### config.mk
export PLATFORM = sky130hd
export DESIGN_NAME = pipeline_hazard_controller
export DESIGN_NICKNAME = d
export VERILOG_FILES = /design/src/rtl/pipeline_hazard_controller.sv
export SDC_FILE = /design/constraint.sdc
export NUM_CORES = 1
export LEC_CHECK = 0
export BUFFER_PORTS_ARGS = -buffer_cell sky130_fd_sc_hd__clkbuf_2
export CAP_MARGIN = 20
export CORE_MARGIN = 8
export CORE_UTILIZATION = 55
export CTS_BUF_LIST = sky130_fd_sc_hd__clkbuf_4
export DETAILED_ROUTE_END_ITERATION = 6
export GPL_TIMING_DRIVEN = 0
export PLACE_DENSITY = 0.81
export RECOVER_POWER = 50
export SLEW_MARGIN = 20
export SYNTH_ARGS = -nofsm -noshare
export SYNTH_HDL_FRONTEND = slang
export SYNTH_SLANG_ARGS = --single-unit
### constraint.sdc
create_clock -name clk_i -period 2.4 [get_ports clk_i]
set_input_delay 0.36 -clock clk_i [delete_from_list [all_inputs] [get_ports clk_i]]
set_output_delay 0.36 -clock clk_i [all_outputs]
set_load 0.01 [all_outputs]
### src/rtl/pipeline_hazard_controller.sv
// Stall/flush sequencer for a five-stage pipeline. It arbitrates memory waits, multi-cycle
// mul/div, fetch misses, taken branches and load-use hazards into per-register hold/flush strobes.
module pipeline_hazard_controller #(
    parameter int unsigned MULDIV_CYCLES = 8
) (
    input  logic        clk_i,
    input  logic        reset_i,
    input  logic        imem_busywait_i,
    input  logic        dmem_busywait_i,
    input  logic        load_use_hazard_i,
    input  logic        muldiv_start_i,
    input  logic        branch_taken_i,
    output logic        pc_hold_o,
    output logic        if_id_hold_o,
    output logic        id_ex_hold_o,
    output logic        ex_mem_hold_o,
    output logic        mem_wb_hold_o,
    output logic        if_id_flush_o,
    output logic        id_ex_flush_o,
    output logic        ex_mem_flush_o,
    output logic [1:0]  state_o,
    output logic [15:0] stall_count_o
);

    // state    | meaning
    // RUN      | normal issue; hazards resolved combinationally
    // MEM_WAIT | data memory stall entered from RUN
    // MULDIV   | front end held while the mul/div unit iterates
    // FLUSH    | branch redirect waiting on instruction memory
    typedef enum logic [1:0] {
        S_RUN      = 2'd0,
        S_MEM_WAIT = 2'd1,
        S_MULDIV   = 2'd2,
        S_FLUSH    = 2'd3
    } state_t;

    localparam logic [7:0] MD_LOAD = 8'(MULDIV_CYCLES - 1);

    state_t      state_q, state_d;
    state_t      eval_state;
    logic [7:0]  cnt_q, cnt_d;
    logic        done_q, done_d;
    logic [15:0] stall_q, stall_d;
    logic        md_start;

    // The cycle that releases a data-memory wait is treated exactly like RUN.
    assign eval_state = (state_q == S_MEM_WAIT) ? S_RUN : state_q;
    assign md_start   = muldiv_start_i && !done_q;

    always_ff @(posedge clk_i) begin
        if (!reset_i) begin
            state_q <= S_RUN;
            cnt_q   <= 8'd0;
            done_q  <= 1'b0;
            stall_q <= 16'd0;
        end else begin
            state_q <= state_d;
            cnt_q   <= cnt_d;
            done_q  <= done_d;
            stall_q <= stall_d;
        end
    end

    always_comb begin
        state_d = state_q;
        cnt_d   = cnt_q;
        done_d  = done_q;
        stall_d = (pc_hold_o && stall_q != 16'hFFFF) ? stall_q + 16'd1 : stall_q;
        if (dmem_busywait_i) begin
            if (state_q == S_RUN) begin
                state_d = S_MEM_WAIT;
            end
        end else begin
            case (eval_state)
                S_RUN: begin
                    done_d  = 1'b0;
                    state_d = S_RUN;
                    if (md_start) begin
                        state_d = S_MULDIV;
                        cnt_d   = MD_LOAD;
                    end else if (imem_busywait_i && branch_taken_i) begin
                        state_d = S_FLUSH;
                    end
                end
                S_MULDIV: begin
                    if (cnt_q <= 8'd1) begin
                        state_d = S_RUN;
                        cnt_d   = 8'd0;
                        done_d  = 1'b1;
                    end else begin
                        cnt_d = cnt_q - 8'd1;
                    end
                end
                S_FLUSH: begin
                    if (!imem_busywait_i) begin
                        state_d = S_RUN;
                    end
                end
                default: state_d = S_RUN;
            endcase
        end
    end

    always_comb begin
        pc_hold_o      = 1'b0;
        if_id_hold_o   = 1'b0;
        id_ex_hold_o   = 1'b0;
        ex_mem_hold_o  = 1'b0;
        mem_wb_hold_o  = 1'b0;
        if_id_flush_o  = 1'b0;
        id_ex_flush_o  = 1'b0;
        ex_mem_flush_o = 1'b0;
        if (!reset_i || dmem_busywait_i) begin
            pc_hold_o     = 1'b1;
            if_id_hold_o  = 1'b1;
            id_ex_hold_o  = 1'b1;
            ex_mem_hold_o = 1'b1;
            mem_wb_hold_o = 1'b1;
        end else begin
            case (eval_state)
                S_RUN: begin
                    if (md_start) begin
                        pc_hold_o      = 1'b1;
                        if_id_hold_o   = 1'b1;
                        id_ex_hold_o   = 1'b1;
                        ex_mem_flush_o = 1'b1;
                    end else if (imem_busywait_i && !branch_taken_i) begin
                        pc_hold_o     = 1'b1;
                        if_id_flush_o = 1'b1;
                    end else if (branch_taken_i) begin
                        pc_hold_o     = imem_busywait_i;
                        if_id_flush_o = 1'b1;
                        id_ex_flush_o = 1'b1;
                    end else if (load_use_hazard_i) begin
                        pc_hold_o     = 1'b1;
                        if_id_hold_o  = 1'b1;
                        id_ex_flush_o = 1'b1;
                    end
                end
                S_MULDIV: begin
                    pc_hold_o      = 1'b1;
                    if_id_hold_o   = 1'b1;
                    id_ex_hold_o   = 1'b1;
                    ex_mem_flush_o = 1'b1;
                end
                S_FLUSH: begin
                    pc_hold_o     = imem_busywait_i;
                    if_id_flush_o = 1'b1;
                end
                default: ;
            endcase
        end
    end

    assign state_o       = state_q;
    assign stall_count_o = stall_q;

endmodule

==> impl_metrics.csv, run 1 <==
group,metric,value,unit
routing,post_drt_wl_per_cell,13.5,µm
yosys,netlist_area,1460,µm²
pwr,p_clk_share,22.2,%
clock_network,clockBufferDepth,2,
clock_network,numCtsBuffers,3,
critical_path,crit_start,"state_o[1]$_SDFFE_PN0P_",
routing,drt_iter0_drc,71,
sta,slew_violations,0,
floorplanning,initial_utilization,58.2,%
floorplanning,num_io_pins,33,
clock_network,clk_pin_slew_worst_paths,0.14,ns
cells_and_area,area_delta_synth_final,14.2,%
floorplanning,rows,18,
yosys,ys.flop_type,"dfxtp_1",
critical_path,cpLargestDelayFamily,"compound AO/OA/AOI/OAI gates",
critical_path,crit_chain,"buf_6 -> or3b_1 -> and3_1 -> buf_6 -> a21o_1 -> buf_2 -> o41ai_1 -> a21oi_1",
yosys,seq_area_frac_synth,37.1,%
pwr,irDropWorstVdd,518,µV
floorplanning,core_area,2500,µm²
clock_network,clock_latency,0.32,ns
routing,ant_nets,0,
critical_path,crit_slowest_cell,"or3b_1",
critical_path,crit_required,2.59,ns
cells_and_area,final_util,66.5,%
sta,timing.final.crit_share,93.8,%
worst_hold_path,hold_class,"in -> reg",
cells_and_area,finalNonFillerCells,245,
grt,grt_use_total,14.4,%
sta,worstMarginPinSlew,0.681,ns
pwr,leakagePower,0.622,nW
yosys,ys_async_sr_fraction,0,%
routing,drtPass1Iterations,4,
critical_path,cp_num_buf_inv,3,
sta,final.setup_skew,0.0145,ns
grt,grt_pass1_vias,1271,
sta,fin_tns_setup,0,ns
floorplanning,die_h,67.4,µm
critical_path,crit_path_max_fanout,10,
pwr,power_density,541,nW/µm²
clock_network,cts-resized-gates,0,
critical_path,worstPathArrival,2.45,ns
routing,vias,1427,
sta,rsz0062_at_grt,"false",
placement,numPortBuffers,31,
clock_network,clock-sinks,27,
clock_network,root_buffer,"clkbuf_4",
grt,overflow,0,
sta,max_freq,444,MHz
grt,grt_pass1_wl,5.42,mm
sta,setup_viol,0,
routing,routed_via_density,5.82,
floorplanning,die_area,4550,µm²
critical_path,cpMostUsedCell,"buf_6",
sta,hold_violations,0,
clock_network,post_cts_buffers,0,
sta,fin_hold_ws,0.319,ns
cells_and_area,final_common_cell,"dfxtp_1",
worst_hold_path,holdCritStartpoint,"reset_i",
yosys,synth_cell_type_count,43,
sta,finalCriticalPeriod,2.25,ns
cells_and_area,nets,226,
critical_path,startpoint_type,"register",
critical_path,r2r-start,"state_o[1]$_SDFFE_PN0P_",
pwr,switching_power,0.280,mW
clock_network,cts_htree_levels,1,
floorplanning,die_w,67.4,µm
critical_path,cp-end-kind,"register",
cells_and_area,drive_gt1_share,12.1,%
critical_path,criticalPathCategory,"reg -> reg",
pwr,seqPwrFrac,55.9,%
yosys,syn_nets,190,
routing,post-route-drc-count,0,
placement,dp_hpwl,2.53,mm
clock_network,hold_buffers,0,
yosys,syn_inst,180,
critical_path,cpPeakStageDelay,0.40,ns
pwr,p_int,0.618,mW
grt,antenna_found_initial,0,
yosys,yosys_warnings,0,
clock_network,cts_tree,"built",
placement,globalplace.congestion,0.803,
flow_run,drv_cap,0,
cells_and_area,diodes,0,
pwr,comb_power_share,21.9,%
run_status,status,"completed",
placement,dp_cells,241,
yosys,avgSynthCellArea,8.08,µm²
grt,grt_start_max_net_pins,17,
yosys,synth_edf_count,0,
pwr,switching_share,31.2,%
routing,routed_wl,3.31,mm
yosys,ys_ff_latch,27,
cells_and_area,layout_common_cells,"dfxtp_1 (27), clkbuf_1 (24), a21oi_1 (21)",
sta,max_slew_margin,53.9,%
==> sequential cells by signal, indices dropped and copies added (netlist names) <==
signal and cells:
stall_count_o 16, state_o 2, cnt_q 8, done_q 1
==> cells in the mapped netlist, drive strengths merged (2+ instances only) <==
master | n | area (µm²)
a21oi | 22 | 110
o211a | 2 | 20.0
mux2i | 2 | 20.0
a21o | 2 | 15.0
clkbuf | 3 | 11.3
xnor2 | 3 | 26.3
or4 | 2 | 15.0
nor4 | 3 | 25.0
nor2 | 16 | 60.1
nand2b | 4 | 25.0
and3 | 3 | 18.8
nor3 | 3 | 15.0
a211oi | 2 | 15.0
dfxtp | 27 | 541
nand3 | 11 | 55.1
or2 | 3 | 18.8
o21ai | 11 | 55.1
inv | 10 | 37.5
buf | 4 | 35.0
nand2 | 9 | 33.8
nand4 | 5 | 31.3
nand4b | 2 | 17.5
xor2 | 5 | 43.8
or3 | 8 | 50.1
ha | 3 | 37.5
==> cell families (layout without fill, tap and decap cells) <==
family,after synthesis,in the layout,synth area share [%]
adder cells (fa/ha/maj),3,3,2.58
AO/OA/AOI/OAI,47,47,19.3
flip-flops,27,27,37.1
multiplexers,3,3,2.15
XOR/XNOR,8,8,4.82
buffers and inverters,17,52,5.76
AND/OR/NAND/NOR,75,75,28.3
==> worst reg2reg max path: stages (launching register included) <==
cell and delay, ns:
dfxtp_1 0.35, buf_6 0.13, or3b_1 0.40, and3_1 0.19, buf_6 0.13, a21o_1 0.24
buf_2 0.22, o41ai_1 0.36, a21oi_1 0.11
==> power by group through the flow <==
stage / clock network [mW] / logic, mW / registers [mW]
floorplan: 0 / 0.142 / 0.510
global placement: 0 / 0.191 / 0.509
detailed placement: 0 / 0.198 / 0.511
CTS: 0.208 / 0.199 / 0.501
global route: 0.225 / 0.222 / 0.507
finish: 0.199 / 0.197 / 0.502
==> worst paths after layout <==
kind	end	slack, ns	cells after the start
max	stall_count_o[13]$_SDFFE_PN0P_	0.15	8
min	stall_count_o[14]$_SDFFE_PN0P_	0.32	3
max reg2reg	stall_count_o[13]$_SDFFE_PN0P_	0.15	8
min reg2reg	done_q$_SDFFE_PN0P_	0.52	2
==> per-stage QoR <==
| stage | setup WS (ns) | total power [mW] | cell area (µm²) |
|---|---|---|---|
| after floorplan | 0.368 | 0.652 | 1460 |
| after global placement | 0.244 | 0.700 | 1650 |
| after detailed placement | 0.214 | 0.709 | 1650 |
| after CTS | 0.0189 | 0.909 | 1680 |
| after global routing | 0.0401 | 0.954 | 1660 |
| final | 0.149 | 0.898 | 1660 |
==> per-layer routing <==
layer	global-route usage [%]	vias to the layer above	wire, µm
met5	0	-	0
met4	2.61	0	12
met3	2.48	2	183
met2	27.4	36	1630
met1	16.5	662	1480
li1	-	727	-
==> cell type report <==
| class | count | area [µm²] |
|---|---|---|
| Clock buffer | 3 | 22.5 |
| Timing Repair Buffer | 31 | 129 |
| Buffer | 7 | 46.3 |
| Tap cell | 30 | 37.5 |
| Inverter | 10 | 37.5 |
| Clock inverter | 1 | 7.51 |
| Sequential cell | 27 | 541 |
| Fill cell | 216 | 838 |
| Multi-Input combinational cell | 136 | 841 |
Note: power is estimated with default switching activity, not from simulation.
==> inputs of run 2 (changes only) <==
--- a/config.mk
+++ b/config.mk
@@ -13,7 +13,6 @@
 export DETAILED_ROUTE_END_ITERATION = 6
 export GPL_TIMING_DRIVEN = 0
 export PLACE_DENSITY = 0.81
-export RECOVER_POWER = 50
 export SLEW_MARGIN = 20
 export SYNTH_ARGS = -nofsm -noshare
 export SYNTH_HDL_FRONTEND = slang
==> run 2 against run 1 <==
Against the previous run:
- clock power about the same
- sequential share of layout area down 0.51 points
- register-to-register slack about the same
- clock-buffer cell count unchanged
- global-route usage unchanged
- design area up 1.6%
- clock skew down 0.0011 ns
- worst setup slack worse by 0.0041 ns
- fmax down 0.18%
- critical path depth unchanged
- final cell count unchanged
- largest cell class unchanged
==> impl_metrics.csv, run 2 (synthesized netlist as in run 1, its figures left out) <==
group,metric,value,unit
critical_path,cpPeakStageDelay,0.40,ns
sta,max_slew_margin,54.5,%
routing,post_drt_wl_per_cell,13.4,µm
pwr,switching_power,0.281,mW
sta,fin_tns_setup,0,ns
clock_network,post_cts_buffers,0,
sta,finalCriticalPeriod,2.26,ns
sta,setup_viol,0,
worst_hold_path,hold_class,"in -> reg",
grt,grt_use_total,14.4,%
routing,drt_iter0_drc,77,
pwr,seqPwrFrac,55.7,%
sta,rsz0062_at_grt,"false",
floorplanning,initial_utilization,58.2,%
placement,dp_cells,241,
pwr,p_int,0.621,mW
clock_network,root_buffer,"clkbuf_4",
sta,final.setup_skew,0.0135,ns
grt,grt_pass1_wl,5.42,mm
critical_path,cpLargestDelayFamily,"compound AO/OA/AOI/OAI gates",
routing,vias,1418,
critical_path,reg2regPathDepth,8,
clock_network,clock_latency,0.32,ns
critical_path,r2r_end,"stall_count_o[13]$_SDFFE_PN0P_",
floorplanning,rows,18,
sta,worstMarginPinSlew,0.671,ns
cells_and_area,final_area,1690,µm²
critical_path,cp_num_buf_inv,3,
pwr,switching_share,31.2,%
floorplanning,die_w,67.4,µm
routing,routed_via_density,5.79,
pwr,leakagePower,0.692,nW
sta,slew_violations,0,
clock_network,cts-resized-gates,0,
clock_network,hold_buffers,0,
cells_and_area,largest_register_ff_count,16,
cells_and_area,diodes,0,
sta,timing.final.crit_share,94.0,%
grt,grt_pass1_vias,1271,
cells_and_area,layout_common_cells,"clkbuf_2 (31), dfxtp_1 (27), a21oi_1 (21)",
sta,hold_violations,0,
cells_and_area,area_delta_synth_final,16.0,%
critical_path,crit_slowest_cell,"or3b_1",
critical_path,crit_path_max_fanout,10,
pwr,p_clk_share,22.2,%
pwr,power_density,534,nW/µm²
clock_network,cts_htree_levels,1,
critical_path,r2r-start,"state_o[1]$_SDFFE_PN0P_",
floorplanning,core_area,2500,µm²
clock_network,clockBufferDepth,2,
routing,drtPass1Iterations,4,
run_status,status,"completed",
worst_hold_path,hold_end,"stall_count_o[14]$_SDFFE_PN0P_",
placement,globalplace.congestion,0.803,
pwr,irDropWorstVdd,519,µV
placement,place_area,1650,µm²
critical_path,cpMostUsedCell,"buf_6",
cells_and_area,drive_gt1_share,21.9,%
routing,routed_wl,3.29,mm
sta,max_freq,443,MHz
pwr,fin_total_pwr,0.902,mW
cells_and_area,final_common_cell,"clkbuf_2",
placement,place_ws,0.214,ns
sta,fin_ws,0.145,ns
worst_hold_path,hold_depth,3,
routing,post-route-drc-count,0,
clock_network,cts_tree,"built",
floorplanning,die_area,4550,µm²
pwr,comb_power_share,22.1,%
floorplanning,die_h,67.4,µm
flow_run,drv_cap,0,
critical_path,worstPathArrival,2.45,ns
critical_path,crit_required,2.60,ns
grt,antenna_found_initial,0,
critical_path,criticalPathCategory,"reg -> reg",
routing,ant_nets,0,
clock_network,clock-sinks,27,
critical_path,rrSetupSlack,0.14,ns
floorplanning,num_io_pins,33,
worst_hold_path,holdCritStartpoint,"reset_i",
clock_network,clk_pin_slew_worst_paths,0.14,ns
critical_path,crit_chain,"buf_6 -> or3b_1 -> and3_1 -> buf_6 -> a21o_1 -> buf_2 -> o41ai_1 -> a21oi_1",
placement,numPortBuffers,31,
placement,dp_hpwl,2.53,mm
cells_and_area,finalNonFillerCells,245,
clock_network,numCtsBuffers,3,
cells_and_area,nets,226,
grt,overflow,0,
critical_path,cp-end-kind,"register",
critical_path,startpoint_type,"register",
grt,grt_start_max_net_pins,17,
cells_and_area,num-fill-cells,202,
## run 2: routing by layer
layer | wire [µm] | global-route usage (%)
met1 | 1500 | 16.5
met2 | 1620 | 27.4
met3 | 145 | 2.48
met4 | 12 | 2.61
met5 | 0 | 0
## run 2: worst min-delay path, delay by kind of cell
family                 cells  cell delay, ns
muxes                      1            0.06
buffers and inverters      1            0.11
and+or+nand+nor            1            0.07
## run 2: power groups by stage
stage / Combinational, mW / Clock (mW) / Sequential, mW
global placement: 0.191 / 0 / 0.509
CTS: 0.199 / 0.208 / 0.501
floorplan: 0.142 / 0 / 0.510
finish: 0.200 / 0.200 / 0.502
global route: 0.225 / 0.225 / 0.507
detailed placement: 0.198 / 0 / 0.511
## run 2: cell type report
type                            instances  area, µm²  share of cell area (%)
Buffer                                  7       46.3                    2.74
Tap cell                               30       37.5                    2.22
Timing Repair Buffer                   31        155                    9.19
Sequential cell                        27        541                    32.0
Clock inverter                          1       7.51                   0.445
Multi-Input combinational cell        136        841                    49.8
Inverter                               10       37.5                    2.22
Clock buffer                            3       22.5                    1.33
## run 2: per-stage QoR
| stage | hold WS, ns | utilization (%) |
|---|---|---|
| 2_1_floorplan | 0.460 | - |
| 3_3_place_gp | 0.479 | 65.9 |
| 3_5_place_dp | 0.492 | 65.9 |
| 4_1_cts | 0.309 | 67.1 |
| 5_1_grt | 0.337 | 67.5 |
| 6_report | 0.317 | 67.5 |
## run 2: how the worst max path moves through the flow
stage,end,slack (ns),cells after the start,from
final,stall_count_o[13]$_SDFFE_PN0P_,0.14,8,state_o[1]$_SDFFE_PN0P_
after global routing,stall_count_o[13]$_SDFFE_PN0P_,0.04,8,state_o[1]$_SDFFE_PN0P_
after CTS,ex_mem_flush_o,0.02,5,state_o[1]$_SDFFE_PN0P_
after detailed placement,stall_count_o[13]$_SDFFE_PN0P_,0.21,8,state_o[1]$_SDFFE_PN0P_
after global placement,stall_count_o[13]$_SDFFE_PN0P_,0.24,8,state_o[1]$_SDFFE_PN0P_
after floorplan,stall_count_o[13]$_SDFFE_PN0P_,0.37,8,state_o[1]$_SDFFE_PN0P_
